--- src/rtl/md_sched_pkg.sv ---
// Shared types and default widths for the home-cell reference scheduler.
package md_sched_pkg;

    localparam int unsigned DEF_PARTICLE_ID_WIDTH = 7;
    localparam int unsigned DEF_RD_LATENCY        = 1;
    localparam int unsigned DRAIN_CNT_W           = 2;

    typedef enum logic [2:0] {
        IDLE,
        READ_NUM,
        WAIT_NUM,
        SWEEP,
        DRAIN,
        SWAP,
        DONE
    } sched_state_t;

endpackage

--- src/rtl/rd_latency_pipe.sv ---
// Delays the issued read {rd_en, rd_addr} by the memory read latency so the
// returned data can be tagged with its address and the count-word flag.
module rd_latency_pipe
    import md_sched_pkg::*;
#(
    parameter int unsigned PARTICLE_ID_WIDTH = DEF_PARTICLE_ID_WIDTH,
    parameter int unsigned RD_LATENCY        = DEF_RD_LATENCY
) (
    input  logic                         clk,
    input  logic                         rst,
    input  logic                         rd_en,
    input  logic [PARTICLE_ID_WIDTH-1:0] rd_addr,
    output logic [PARTICLE_ID_WIDTH-1:0] particle_id,
    output logic                         reading_particle_num
);

    localparam int unsigned LAST = RD_LATENCY - 1;

    logic                         en_q   [RD_LATENCY];
    logic                         zero_q [RD_LATENCY];
    logic [PARTICLE_ID_WIDTH-1:0] addr_q [RD_LATENCY];

    // The final address stage only loads on a valid read, so particle_id holds
    // the last returned address while no read is coming back.
    always_ff @(posedge clk) begin
        if (rst) begin
            for (int i = 0; i < int'(RD_LATENCY); i++) begin
                en_q[i]   <= 1'b0;
                zero_q[i] <= 1'b0;
                addr_q[i] <= '0;
            end
        end else begin
            en_q[0]   <= rd_en;
            zero_q[0] <= rd_en && (rd_addr == '0);
            if (LAST != 0 || rd_en) begin
                addr_q[0] <= rd_addr;
            end
            for (int i = 1; i < int'(RD_LATENCY); i++) begin
                en_q[i]   <= en_q[i-1];
                zero_q[i] <= zero_q[i-1];
                if (i != int'(LAST) || en_q[i-1]) begin
                    addr_q[i] <= addr_q[i-1];
                end
            end
        end
    end

    assign particle_id          = addr_q[LAST];
    assign reading_particle_num = zero_q[LAST];

endmodule

--- src/rtl/ref_sched_ctrl.sv ---
// Home-cell evaluation scheduler: reads the particle count, then sweeps all N
// home particles once per reference particle, alternating the phase bit.
module ref_sched_ctrl
    import md_sched_pkg::*;
#(
    parameter int unsigned PARTICLE_ID_WIDTH = DEF_PARTICLE_ID_WIDTH,
    parameter int unsigned RD_LATENCY        = DEF_RD_LATENCY
) (
    input  logic                         clk,
    input  logic                         rst,
    input  logic                         start,
    input  logic                         stall,
    input  logic [PARTICLE_ID_WIDTH-1:0] count_in,
    output logic [PARTICLE_ID_WIDTH-1:0] rd_addr,
    output logic                         rd_en,
    output logic [PARTICLE_ID_WIDTH-1:0] particle_id,
    output logic                         reading_particle_num,
    output logic                         phase,
    output logic                         prev_phase,
    output logic [PARTICLE_ID_WIDTH-1:0] ref_id,
    output logic [PARTICLE_ID_WIDTH-1:0] ref_particle_count,
    output logic                         busy,
    output logic                         done
);

    localparam int unsigned W = PARTICLE_ID_WIDTH;
    localparam logic [DRAIN_CNT_W-1:0] DRAIN_LAST = DRAIN_CNT_W'(RD_LATENCY - 1);

    sched_state_t            state, state_nxt;
    logic [W-1:0]            rd_addr_nxt, next_addr, next_addr_nxt;
    logic [W-1:0]            ref_id_nxt, count_nxt;
    logic                    rd_en_nxt, phase_nxt, busy_nxt, done_nxt;
    logic [DRAIN_CNT_W-1:0]  drain_cnt, drain_cnt_nxt;

    // State and registered outputs.
    always_ff @(posedge clk) begin
        if (rst) begin
            state              <= IDLE;
            rd_addr            <= '0;
            rd_en              <= 1'b0;
            next_addr          <= '0;
            phase              <= 1'b0;
            prev_phase         <= 1'b0;
            ref_id             <= '0;
            ref_particle_count <= '0;
            busy               <= 1'b0;
            done               <= 1'b0;
            drain_cnt          <= '0;
        end else begin
            state              <= state_nxt;
            rd_addr            <= rd_addr_nxt;
            rd_en              <= rd_en_nxt;
            next_addr          <= next_addr_nxt;
            phase              <= phase_nxt;
            prev_phase         <= phase;
            ref_id             <= ref_id_nxt;
            ref_particle_count <= count_nxt;
            busy               <= busy_nxt;
            done               <= done_nxt;
            drain_cnt          <= drain_cnt_nxt;
        end
    end

    // next_addr is the address the sweep will issue on its next unstalled cycle.
    always_comb begin
        state_nxt     = state;
        rd_addr_nxt   = rd_addr;
        rd_en_nxt     = 1'b0;
        next_addr_nxt = next_addr;
        phase_nxt     = phase;
        ref_id_nxt    = ref_id;
        count_nxt     = ref_particle_count;
        busy_nxt      = busy;
        done_nxt      = 1'b0;
        drain_cnt_nxt = drain_cnt;

        unique case (state)
            IDLE: begin
                if (start) begin
                    state_nxt   = READ_NUM;
                    busy_nxt    = 1'b1;
                    phase_nxt   = 1'b0;
                    ref_id_nxt  = W'(1);
                    rd_addr_nxt = '0;
                end
            end
            READ_NUM: begin
                if (!stall) begin
                    rd_en_nxt   = 1'b1;
                    rd_addr_nxt = '0;
                    state_nxt   = WAIT_NUM;
                end
            end
            WAIT_NUM: begin
                if (reading_particle_num) begin
                    count_nxt = count_in;
                    if (count_in == '0) begin
                        ref_id_nxt = '0;
                        done_nxt   = 1'b1;
                        state_nxt  = DONE;
                    end else begin
                        rd_addr_nxt   = W'(1);
                        next_addr_nxt = W'(1);
                        state_nxt     = SWEEP;
                    end
                end
            end
            SWEEP: begin
                if (!stall) begin
                    rd_en_nxt   = 1'b1;
                    rd_addr_nxt = next_addr;
                    if (next_addr == ref_particle_count) begin
                        drain_cnt_nxt = '0;
                        state_nxt     = DRAIN;
                    end else begin
                        next_addr_nxt = next_addr + W'(1);
                    end
                end
            end
            DRAIN: begin
                if (drain_cnt == DRAIN_LAST) begin
                    if (ref_id == ref_particle_count) begin
                        done_nxt  = 1'b1;
                        state_nxt = DONE;
                    end else begin
                        state_nxt = SWAP;
                    end
                end else begin
                    drain_cnt_nxt = drain_cnt + DRAIN_CNT_W'(1);
                end
            end
            SWAP: begin
                phase_nxt     = ~phase;
                ref_id_nxt    = ref_id + W'(1);
                rd_addr_nxt   = W'(1);
                next_addr_nxt = W'(1);
                state_nxt     = SWEEP;
            end
            DONE: begin
                busy_nxt  = 1'b0;
                state_nxt = IDLE;
            end
            default: state_nxt = IDLE;
        endcase
    end

    rd_latency_pipe #(
        .PARTICLE_ID_WIDTH (PARTICLE_ID_WIDTH),
        .RD_LATENCY        (RD_LATENCY)
    ) u_rd_latency_pipe (
        .clk                  (clk),
        .rst                  (rst),
        .rd_en                (rd_en),
        .rd_addr              (rd_addr),
        .particle_id          (particle_id),
        .reading_particle_num (reading_particle_num)
    );

endmodule
--- config.mk ---
export PLATFORM = sky130hd
export DESIGN_NAME = ref_sched_ctrl
export DESIGN_NICKNAME = d
export VERILOG_FILES = /design/src/rtl/md_sched_pkg.sv /design/src/rtl/rd_latency_pipe.sv /design/src/rtl/ref_sched_ctrl.sv
export SDC_FILE = /design/constraint.sdc
export NUM_CORES = 1
export LEC_CHECK = 0
export CELL_PAD_IN_SITES_DETAIL_PLACEMENT = 1
export CELL_PAD_IN_SITES_GLOBAL_PLACEMENT = 2
export CORE_MARGIN = 5
export CORE_UTILIZATION = 30
export CTS_CLUSTER_DIAMETER = 200
export DETAILED_ROUTE_END_ITERATION = 8
export PLACE_DENSITY_LB_ADDON = 0.1
export SETUP_SLACK_MARGIN = 0.05
export SKIP_CTS_REPAIR_TIMING = 1
export SLEW_MARGIN = 20
export SYNTH_ARGS = -nofsm -noshare
export SYNTH_HDL_FRONTEND = slang
export SYNTH_HIERARCHICAL = 1
export SYNTH_SLANG_ARGS = --single-unit
--- constraint.sdc ---
create_clock -name clk -period 2.4 [get_ports clk]
set_clock_uncertainty 0.1 [all_clocks]
set_input_delay 0.48 -clock clk [delete_from_list [all_inputs] [get_ports clk]]
set_output_delay 0.48 -clock clk [all_outputs]
set_load 0.02 [all_outputs]
==> impl_metrics.env, run 1 <==
export IMPL_grt_overflow=0
export IMPL_diodes=0
export IMPL_root_buffer="clkbuf_8"
export IMPL_startpoint="count_in[3]"
export IMPL_grt_util_all_layers_pct=15.0
export IMPL_wl_per_cell_um=16.3
export IMPL_drt_iter0_markers=108
export IMPL_slew_headroom_pct=68.6
export IMPL_cp_slowest_cell="clkdlybuf4s50_1"
export IMPL_synth_cell_type_count=48
export IMPL_rows=31
export IMPL_critPathMaxStageDelay_ns=0.43
export IMPL_drtAntennaViolNets=0
export IMPL_ys_seq_area_share_pct=43.2
export IMPL_grt_pass1_wl_um=11600
export IMPL_crit_path_start_kind="input port"
export IMPL_setup_violations=0
export IMPL_crit_required_ns=2.50
export IMPL_status="finished clean"
export IMPL_dieArea_mm2=0.00950
export IMPL_clock_sinks=46
export IMPL_drv_cap=0
export IMPL_synthCells=265
export IMPL_synth_nets=279
export IMPL_crit_chain="clkdlybuf4s50_1 > nor4_2 > buf_4 > and4b_1 > o21ai_0 > xor2_1 > nor2_1"
export IMPL_cts_max_level=2
export IMPL_tightest_slew_ns=0.467
export IMPL_hold_class="reg -> reg"
export IMPL_setup_slack_ns=0.349
export IMPL_grt_setup_unrepaired="false"
export IMPL_vdd_drop_max_v=0.000229
export IMPL_routed_via_count=2113
export IMPL_hold_viol=0
export IMPL_worstHoldStart="drain_cnt[0]"
export IMPL_clk_pin_slew_ns=0.10
export IMPL_synth_top_cell_area_share_pct=34.0
export IMPL_yosys_top_cells_count="39 x dfxtp_1, 28 x a21oi_1, 27 x nand2_1"
export IMPL_synth_async_reset_ratio_pct=0
export IMPL_post_dp_cell_area_mm2=0.00292
export IMPL_postLayoutCoreUtil_pct=41.0
export IMPL_synth_area_mm2=0.00229
export IMPL_pre_cts_slack_ns=-0.0820
export IMPL_power_mw=1.96
export IMPL_fin_nets=333
export IMPL_dr_pass1_iters=4
export IMPL_syn_avg_cell_area_um2=8.66
export IMPL_p_per_area_mw_per_mm2=651
export IMPL_nFillCells=871
export IMPL_cts_path_max_buffers=2
export IMPL_cts_buffers_inserted=5
export IMPL_gp_congestion=0.821
export IMPL_hpwl_um=5190
export IMPL_max_freq_mhz=488
export IMPL_cp_arrival_ns=2.15
export IMPL_synth_warnings=6
export IMPL_crit_buf_inv=2
export IMPL_synth_most_common_cell="dfxtp_1"
export IMPL_vias_per_cell=5.04
export IMPL_synth_seq_cells=46
export IMPL_drc_errors=0
export IMPL_crit_path_end_kind="flip-flop"
export IMPL_fp_dieH_um=97.5
export IMPL_timing_rr_start="next_addr[4]"
export IMPL_crit_fanout=8
export IMPL_synth_area_leaders="dfxtp_1 34%, edfxtp_1 9.2%, a21oi_1 6.1%"
export IMPL_io_pins=45
export IMPL_synth_ff_type="dfxtp_1"
export IMPL_final_area_mm2=0.00302
export IMPL_finalCriticalPeriod_ns=2.05
export IMPL_fp_dieW_um=97.5
export IMPL_grt_max_degree=17
export IMPL_cpLargestDelayFamily="simple AND/OR/NAND/NOR gates"
export IMPL_core_mm2=0.00737
export IMPL_power_leakage_nw=1.07
export IMPL_cts_tree="built"
export IMPL_initial_utilization_pct=31.1
export IMPL_syn_to_final_growth_pct=31.6
export IMPL_insertion_delay_ns=0.31
export IMPL_synth_edf_count=7
export IMPL_fin_crit_sh_pct=85.5
export IMPL_critical_path_class="in -> reg"
export IMPL_synth_top_area_cell="dfxtp_1"
export IMPL_antenna_found_initial=0
export IMPL_final_max_slew_viol_count=0
export IMPL_drive_gt1_share_pct=10.9
export IMPL_grt_pass1_vias=2201
export IMPL_port_buffers=44
export IMPL_routed_wirelength_um=6840
[power by group]
part           total (mW)  switching, mW  internal [mW]
combinational       0.556          0.305          0.251
sequential          0.902         0.0733          0.829
clock               0.507          0.296          0.211
total                1.96          0.674           1.29
[area by class of cell]
type / instances / area (um2) / area share [%]
multi-input cells: 199 / 1220 / 40.4
flip-flops and latches: 46 / 991 / 32.8
repair buffers: 61 / 568 / 18.8
well taps: 99 / 124 / 4.10
clock buffers: 5 / 68.8 / 2.28
clock inverters: 3 / 25.0 / 0.828
inverters: 6 / 22.5 / 0.746
[worst reg2reg max path, delay by kind of cell, from the launching register on]
family	cells	cell delay (ns)
xor+xnor	1	0.12
flops	1	0.54
compound gates	2	0.45
simple gates	2	0.70
[layout by cell type, fill, tap and decap left out, drive strengths merged, types with 2 or more instances in the layout]
cell / instances
a211oi: 3
a21boi: 2
a21oi: 28
a31oi: 3
a32oi: 3
and2: 8
and3: 4
buf: 17
clkbuf: 5
clkdlybuf4s50: 44
dfxtp: 39
edfxtp: 7
ha: 3
inv: 7
nand2: 27
nand2b: 8
nand3: 24
nand3b: 3
nor2: 15
nor2b: 4
nor3: 6
nor4: 5
o2111ai: 2
o211ai: 2
o21ai: 8
o31a: 3
or2: 4
or3: 4
xnor2: 5
xor2: 14
[per-stage QoR]
step	instances	setup TNS [ns]	hold slack, ns
2_1_floorplan	265	0	0.344
3_3_place_gp	411	-0.119	0.355
3_5_place_dp	411	-0.470	0.365
4_1_cts	419	0	0.380
5_1_grt	419	0	0.396
6_report	419	0	0.373
[state kept, by name, summed over array words and instances, names as in the netlist, 2 cells and up]
register,count
next_addr,7
rd_addr,7
ref_id,7
ref_particle_count,7
u_rd_latency_pipe/addr_q,7
state,3
drain_cnt,2
[cell families after synthesis]
group           Yosys count  synth area share [%]
buf+inv                  20                  3.93
flops                    46                  43.2
simple gates            115                  26.1
compound gates           61                  16.8
xor+xnor                 19                  7.91
fa+ha+maj                 3                  1.64
mux                       1                 0.436
[metal layers]
layer	routed length (um)	share of wire (%)	vias to the layer above	track usage [%]
li1	-	-	1046	-
met1	3390	50	1002	20.4
met2	3020	44	54	23.5
met3	325	4.8	11	3.59
met4	105	1.5	0	4.58
met5	0	0	-	0
[final timing paths]
path	to	slack (ns)	depth (start not counted)
worst min register to register	drain_cnt[0]	0.37	2
worst min-delay path	drain_cnt[0]	0.37	2
worst max register to register	state[1]	0.37	5
worst max-delay path	ref_id[3]	0.35	7
(Power assumes the default switching activity.)
==> run 2: changes to the inputs <==
--- a/config.mk
+++ b/config.mk
@@ -7,6 +7,7 @@
 export LEC_CHECK = 0
 export CELL_PAD_IN_SITES_DETAIL_PLACEMENT = 1
 export CELL_PAD_IN_SITES_GLOBAL_PLACEMENT = 2
+export CORE_ASPECT_RATIO = 2
 export CORE_MARGIN = 5
 export CORE_UTILIZATION = 30
 export CTS_CLUSTER_DIAMETER = 200
==> impl_metrics.env, run 2 (synthesized netlist as in run 1, its figures left out) <==
export IMPL_cts_tree="built"
export IMPL_dieArea_mm2=0.00960
export IMPL_final_max_slew_viol_count=0
export IMPL_grt_max_degree=16
export IMPL_hold_class="reg -> reg"
export IMPL_slew_headroom_pct=61.4
export IMPL_fin_cells=413
export IMPL_cp_arrival_ns=2.28
export IMPL_drtAntennaViolNets=0
export IMPL_antenna_found_initial=0
export IMPL_whs_path_depth=2
export IMPL_multi_input_area_mm2=0.00121
export IMPL_rows=45
export IMPL_dr_pass1_iters=4
export IMPL_clock_sinks=46
export IMPL_grt_pass1_wl_um=11800
export IMPL_crit_path_start_kind="input port"
export IMPL_clk_pin_slew_ns=0.07
export IMPL_grt_overflow=0
export IMPL_fp_dieW_um=71.8
export IMPL_crit_path_end_kind="flip-flop"
export IMPL_syn_to_final_growth_pct=35.1
export IMPL_tightest_slew_ns=0.572
export IMPL_drv_cap=0
export IMPL_insertion_delay_ns=0.29
export IMPL_status="finished clean"
export IMPL_grt_pass1_vias=2286
export IMPL_vdd_drop_max_v=0.000409
export IMPL_grt_setup_unrepaired="false"
export IMPL_gp_congestion=0.866
export IMPL_diodes=0
export IMPL_layout_common_cells="44 x clkdlybuf4s50_1, 39 x dfxtp_1, 28 x a21oi_1"
export IMPL_power_leakage_nw=1.11
export IMPL_fp_dieH_um=134
export IMPL_routed_via_count=2154
export IMPL_timing_hold_ws_ns=0.381
export IMPL_cts_max_level=2
export IMPL_ff2ff_path_depth=5
export IMPL_p_per_area_mw_per_mm2=764
export IMPL_io_pins=45
export IMPL_vias_per_cell=5.22
export IMPL_routed_wirelength_um=7210
export IMPL_root_buffer="clkbuf_16"
export IMPL_hold_viol=0
export IMPL_regArea_um2=991
export IMPL_initial_utilization_pct=30.4
export IMPL_finalCriticalPeriod_ns=2.22
export IMPL_critical_path_class="in -> reg"
export IMPL_layout_commonest_cell="clkdlybuf4s50_1"
export IMPL_r2r_slack_ns=0.35
export IMPL_wl_per_cell_um=17.5
export IMPL_max_freq_mhz=451
export IMPL_fin_crit_sh_pct=92.4
export IMPL_setup_violations=0
export IMPL_hpwl_um=5700
export IMPL_drive_gt1_share_pct=10.3
export IMPL_port_buffers=44
export IMPL_cts_buffers_inserted=5
export IMPL_r2r_end="state[0]"
export IMPL_drt_iter0_markers=83
export IMPL_nFillCells=899
export IMPL_dpl_cell_count=405
export IMPL_drc_errors=0
export IMPL_timing_rr_start="state[1]"
export IMPL_fin_nets=332
export IMPL_crit_end="done"
export IMPL_cts_path_max_buffers=2
export IMPL_crit_fanout=3
export IMPL_startpoint="count_in[3]"
export IMPL_crit_required_ns=2.46
export IMPL_core_mm2=0.00754
export IMPL_grt_util_all_layers_pct=16.1
-- run 2: changes by cell type in the layout (fill, tap and decap cells not counted) --
cell	change
clkbuf_16	+5
clkbuf_8	-5
bufinv_16	+2
buf_4	-1
clkinvlp_4	-1
inv_6	-1
nor4_1	+1
nor4_2	-1
-- run 2: per-stage QoR --
step	TNS, ns	setup slack (ns)	power [mW]	area [um2]	utilization, %
5_1_grt	0	0.0601	2.48	3100	41.1
2_1_floorplan	0	0.574	1.24	2290	-
4_1_cts	0	0.0132	2.40	3100	41.1
3_3_place_gp	-0.823	-0.327	1.48	2910	38.5
6_report	0	0.183	2.37	3100	41.1
3_5_place_dp	-1.17	-0.280	1.48	2910	38.5
-- run 2: worst max-delay path: stages --
cell and delay, ns:
clkdlybuf4s50_1 0.42, nor4_1 0.38, buf_4 0.18, and2_1 0.18, buf_4 0.14, a32oi_1 0.06
a2111oi_1 0.44
-- run 2: cell type report --
| class | count | area share (%) |
|---|---|---|
| clock buffers | 5 | 4.04 |
| inverters | 6 | 0.726 |
| well taps | 94 | 3.79 |
| flip-flops and latches | 46 | 32.0 |
| multi-input cells | 199 | 39.2 |
| repair buffers | 60 | 18.1 |
| clock inverters | 3 | 2.22 |
-- run 2: power breakdown --
part	internal (mW)	total, mW	switching (mW)
registers	0.829	0.910	0.0803
clock network	0.599	0.908	0.309
logic	0.250	0.552	0.302
total	1.68	2.37	0.691
-- run 2: how the worst min path moves through the flow --
stage / startpoint / to
final: drain_cnt[1] / drain_cnt[1]
after global routing: drain_cnt[1] / drain_cnt[1]
after CTS: drain_cnt[0] / drain_cnt[0]
after global placement: drain_cnt[0] / drain_cnt[0]
after floorplan: drain_cnt[0] / drain_cnt[0]
after detailed placement: drain_cnt[0] / drain_cnt[0]
-- run 2: per-layer routing --
metal | vias up | GRT usage (%) | wire (um)
li1 | 1050 | - | -
met1 | 1047 | 16.1 | 2630
met2 | 44 | 30.5 | 4100
met3 | 13 | 2.87 | 230
met4 | 0 | 7.95 | 247
met5 | - | 0 | 0
==> run 3: changes to the inputs <==
--- a/config.mk
+++ b/config.mk
@@ -12,11 +12,11 @@
 export CORE_UTILIZATION = 30
 export CTS_CLUSTER_DIAMETER = 200
 export DETAILED_ROUTE_END_ITERATION = 8
+export GPL_ROUTABILITY_DRIVEN = 0
 export PLACE_DENSITY_LB_ADDON = 0.1
 export SETUP_SLACK_MARGIN = 0.05
 export SKIP_CTS_REPAIR_TIMING = 1
 export SLEW_MARGIN = 20
 export SYNTH_ARGS = -nofsm -noshare
 export SYNTH_HDL_FRONTEND = slang
-export SYNTH_HIERARCHICAL = 1
 export SYNTH_SLANG_ARGS = --single-unit
==> impl_metrics.env, run 3 <==
export IMPL_fin_nets=341
export IMPL_antenna_found_initial=0
export IMPL_seq_power_share_pct=33.1
export IMPL_switchingPower_mw=0.878
export IMPL_dieArea_mm2=0.0100
export IMPL_fin_setup_tns_ns=0
export IMPL_tightest_slew_ns=0.496
export IMPL_drt_iter0_markers=87
export IMPL_setup_violations=0
export IMPL_clock_sinks=46
export IMPL_grt_util_all_layers_pct=17.4
export IMPL_core_mm2=0.00789
export IMPL_slew_headroom_pct=66.6
export IMPL_cts_buffers_inserted=5
export IMPL_synth_warnings=0
export IMPL_crit_path_end_kind="output port"
export IMPL_synth_top_area_cell="dfxtp_1"
export IMPL_power_leakage_nw=1.27
export IMPL_pwr_share_clk_pct=32.4
export IMPL_fp_dieW_um=73.3
export IMPL_p_per_area_mw_per_mm2=830
export IMPL_drc_errors=0
export IMPL_io_pins=45
export IMPL_syn_avg_cell_area_um2=9.20
export IMPL_fin_crit_sh_pct=86.1
export IMPL_synth_area_leaders="dfxtp_1 33%, edfxtp_1 8.8%, mux2i_1 5.8%"
export IMPL_grt_pass1_vias=2508
export IMPL_cts_max_level=2
export IMPL_insertion_delay_ns=0.29
export IMPL_synthCells=261
export IMPL_final_area_mm2=0.00330
export IMPL_hold_class="reg -> reg"
export IMPL_nFillCells=926
export IMPL_cp_slowest_cell="clkdlybuf4s50_1"
export IMPL_post_dp_cell_area_mm2=0.00311
export IMPL_status="finished clean"
export IMPL_syn_to_final_growth_pct=37.2
export IMPL_grt_setup_unrepaired="false"
export IMPL_vias_per_cell=5.28
export IMPL_crit_path_start_kind="flip-flop"
export IMPL_grt_max_degree=18
export IMPL_finalCriticalPeriod_ns=2.07
export IMPL_crit_required_ns=1.82
export IMPL_clk_pin_slew_ns=0.06
export IMPL_drive_gt1_share_pct=14.9
export IMPL_synth_most_common_cell="dfxtp_1"
export IMPL_drv_cap=0
export IMPL_synth_async_reset_ratio_pct=0
export IMPL_final_max_slew_viol_count=0
export IMPL_crit_fanout=5
export IMPL_hpwl_um=6550
export IMPL_initial_utilization_pct=30.5
export IMPL_grt_overflow=0
export IMPL_cts_tree="built"
export IMPL_synth_seq_cells=46
export IMPL_synth_cell_type_count=57
export IMPL_root_buffer="clkbuf_16"
export IMPL_postLayoutCoreUtil_pct=41.8
export IMPL_routed_via_count=2240
export IMPL_routed_wirelength_um=8160
export IMPL_cts_path_max_buffers=2
export IMPL_max_freq_mhz=484
export IMPL_p_comb_share_pct=34.5
export IMPL_fp_dieH_um=137
export IMPL_synth_edf_count=7
export IMPL_ys_seq_area_share_pct=41.3
export IMPL_drtAntennaViolNets=0
export IMPL_synth_ff_type="dfxtp_1"
export IMPL_yosys_top_cells_count="39 x dfxtp_1, 31 x nor2_1, 14 x a21oi_1, 14 x mux2i_1, 13 x nand2_1"
export IMPL_synth_nets=275
export IMPL_synth_top_cell_area_share_pct=32.5
export IMPL_port_buffers=44
export IMPL_wl_per_cell_um=19.3
export IMPL_hold_viol=0
export IMPL_critical_path_class="reg -> out"
export IMPL_crit_chain="buf_4 > clkdlybuf4s50_1"
export IMPL_grt_pass1_wl_um=12900
export IMPL_layout_common_cells="44 x clkdlybuf4s50_1, 39 x dfxtp_1, 31 x nor2_1"
export IMPL_dr_pass1_iters=6
export IMPL_switching_share_pct=32.1
export IMPL_synth_area_mm2=0.00240
export IMPL_diodes=0
export IMPL_intPower_mw=1.86
export IMPL_rows=46
export IMPL_cp_arrival_ns=1.49
export IMPL_layout_commonest_cell="clkdlybuf4s50_1"
export IMPL_vdd_drop_max_v=0.000382
export IMPL_critPathMaxStageDelay_ns=0.61
## run 3: cells by family after synthesis
logic type                 synth area share (%)
and+or+nand+nor                            23.8
xor gates and xnor gates                   5.10
muxes                                      5.83
adders and majority gates                  1.56
buffers and inverters                      4.32
DFF                                        41.2
AOI/OAI and AO/OA                          18.1
## run 3: per-stage QoR
stage                     hold WS (ns)  std cells  setup slack, ns  power, mW
after global placement           0.376        416           0.0496       1.87
after global routing             0.407        424            0.206       2.86
after CTS                        0.386        424            0.319       2.77
after detailed placement         0.377        416           0.0184       1.87
after floorplan                  0.385        261            0.674       1.50
final                            0.374        424            0.333       2.74
## run 3: critical path, delay by kind of cell (launching register included)
| family | cells | cell delay (ns) |
|---|---|---|
| buf+inv | 2 | 0.79 |
| flops | 1 | 0.41 |
## run 3: final cells by class
type	count	area [um2]	area share, %
tap	96	120	3.64
clock buffer	5	125	3.80
sequential	46	991	30.1
multi-input combinational	194	1310	39.7
inverter	9	33.8	1.02
timing repair buffer	71	656	19.9
clock inverter	3	63.8	1.94
## run 3: routing by layer
| metal | vias to the layer above | wire length, um | global-route usage, % |
|---|---|---|---|
| met3 | 23 | 221 | 2.35 |
| li1 | 1076 | - | - |
| met4 | 0 | 382 | 10.5 |
| met1 | 1083 | 2780 | 15.5 |
| met5 | - | 0 | 0 |
| met2 | 58 | 4780 | 34.6 |
## run 3: path summary, 6_finish.rpt
| check | start | endpoint | slack (ns) | cells after the start |
|---|---|---|---|---|
| max reg2reg | state[2] | state[2] | 0.42 | 6 |
| min reg2reg | rd_addr[0] | u_rd_latency_pipe.zero_q[0] | 0.37 | 1 |
| min | rd_addr[0] | u_rd_latency_pipe.zero_q[0] | 0.37 | 1 |
| max | ref_id[2] | ref_id[2] | 0.33 | 2 |
## run 3: power groups by stage
stage          combinational [mW]  clock [mW]  sequential (mW)
2_1_floorplan               0.561           0            0.940
3_3_place_gp                0.949           0            0.924
3_5_place_dp                0.950           0            0.924
4_1_cts                     0.950       0.913            0.907
5_1_grt                      1.01       0.938            0.916
6_report                    0.944       0.887            0.906
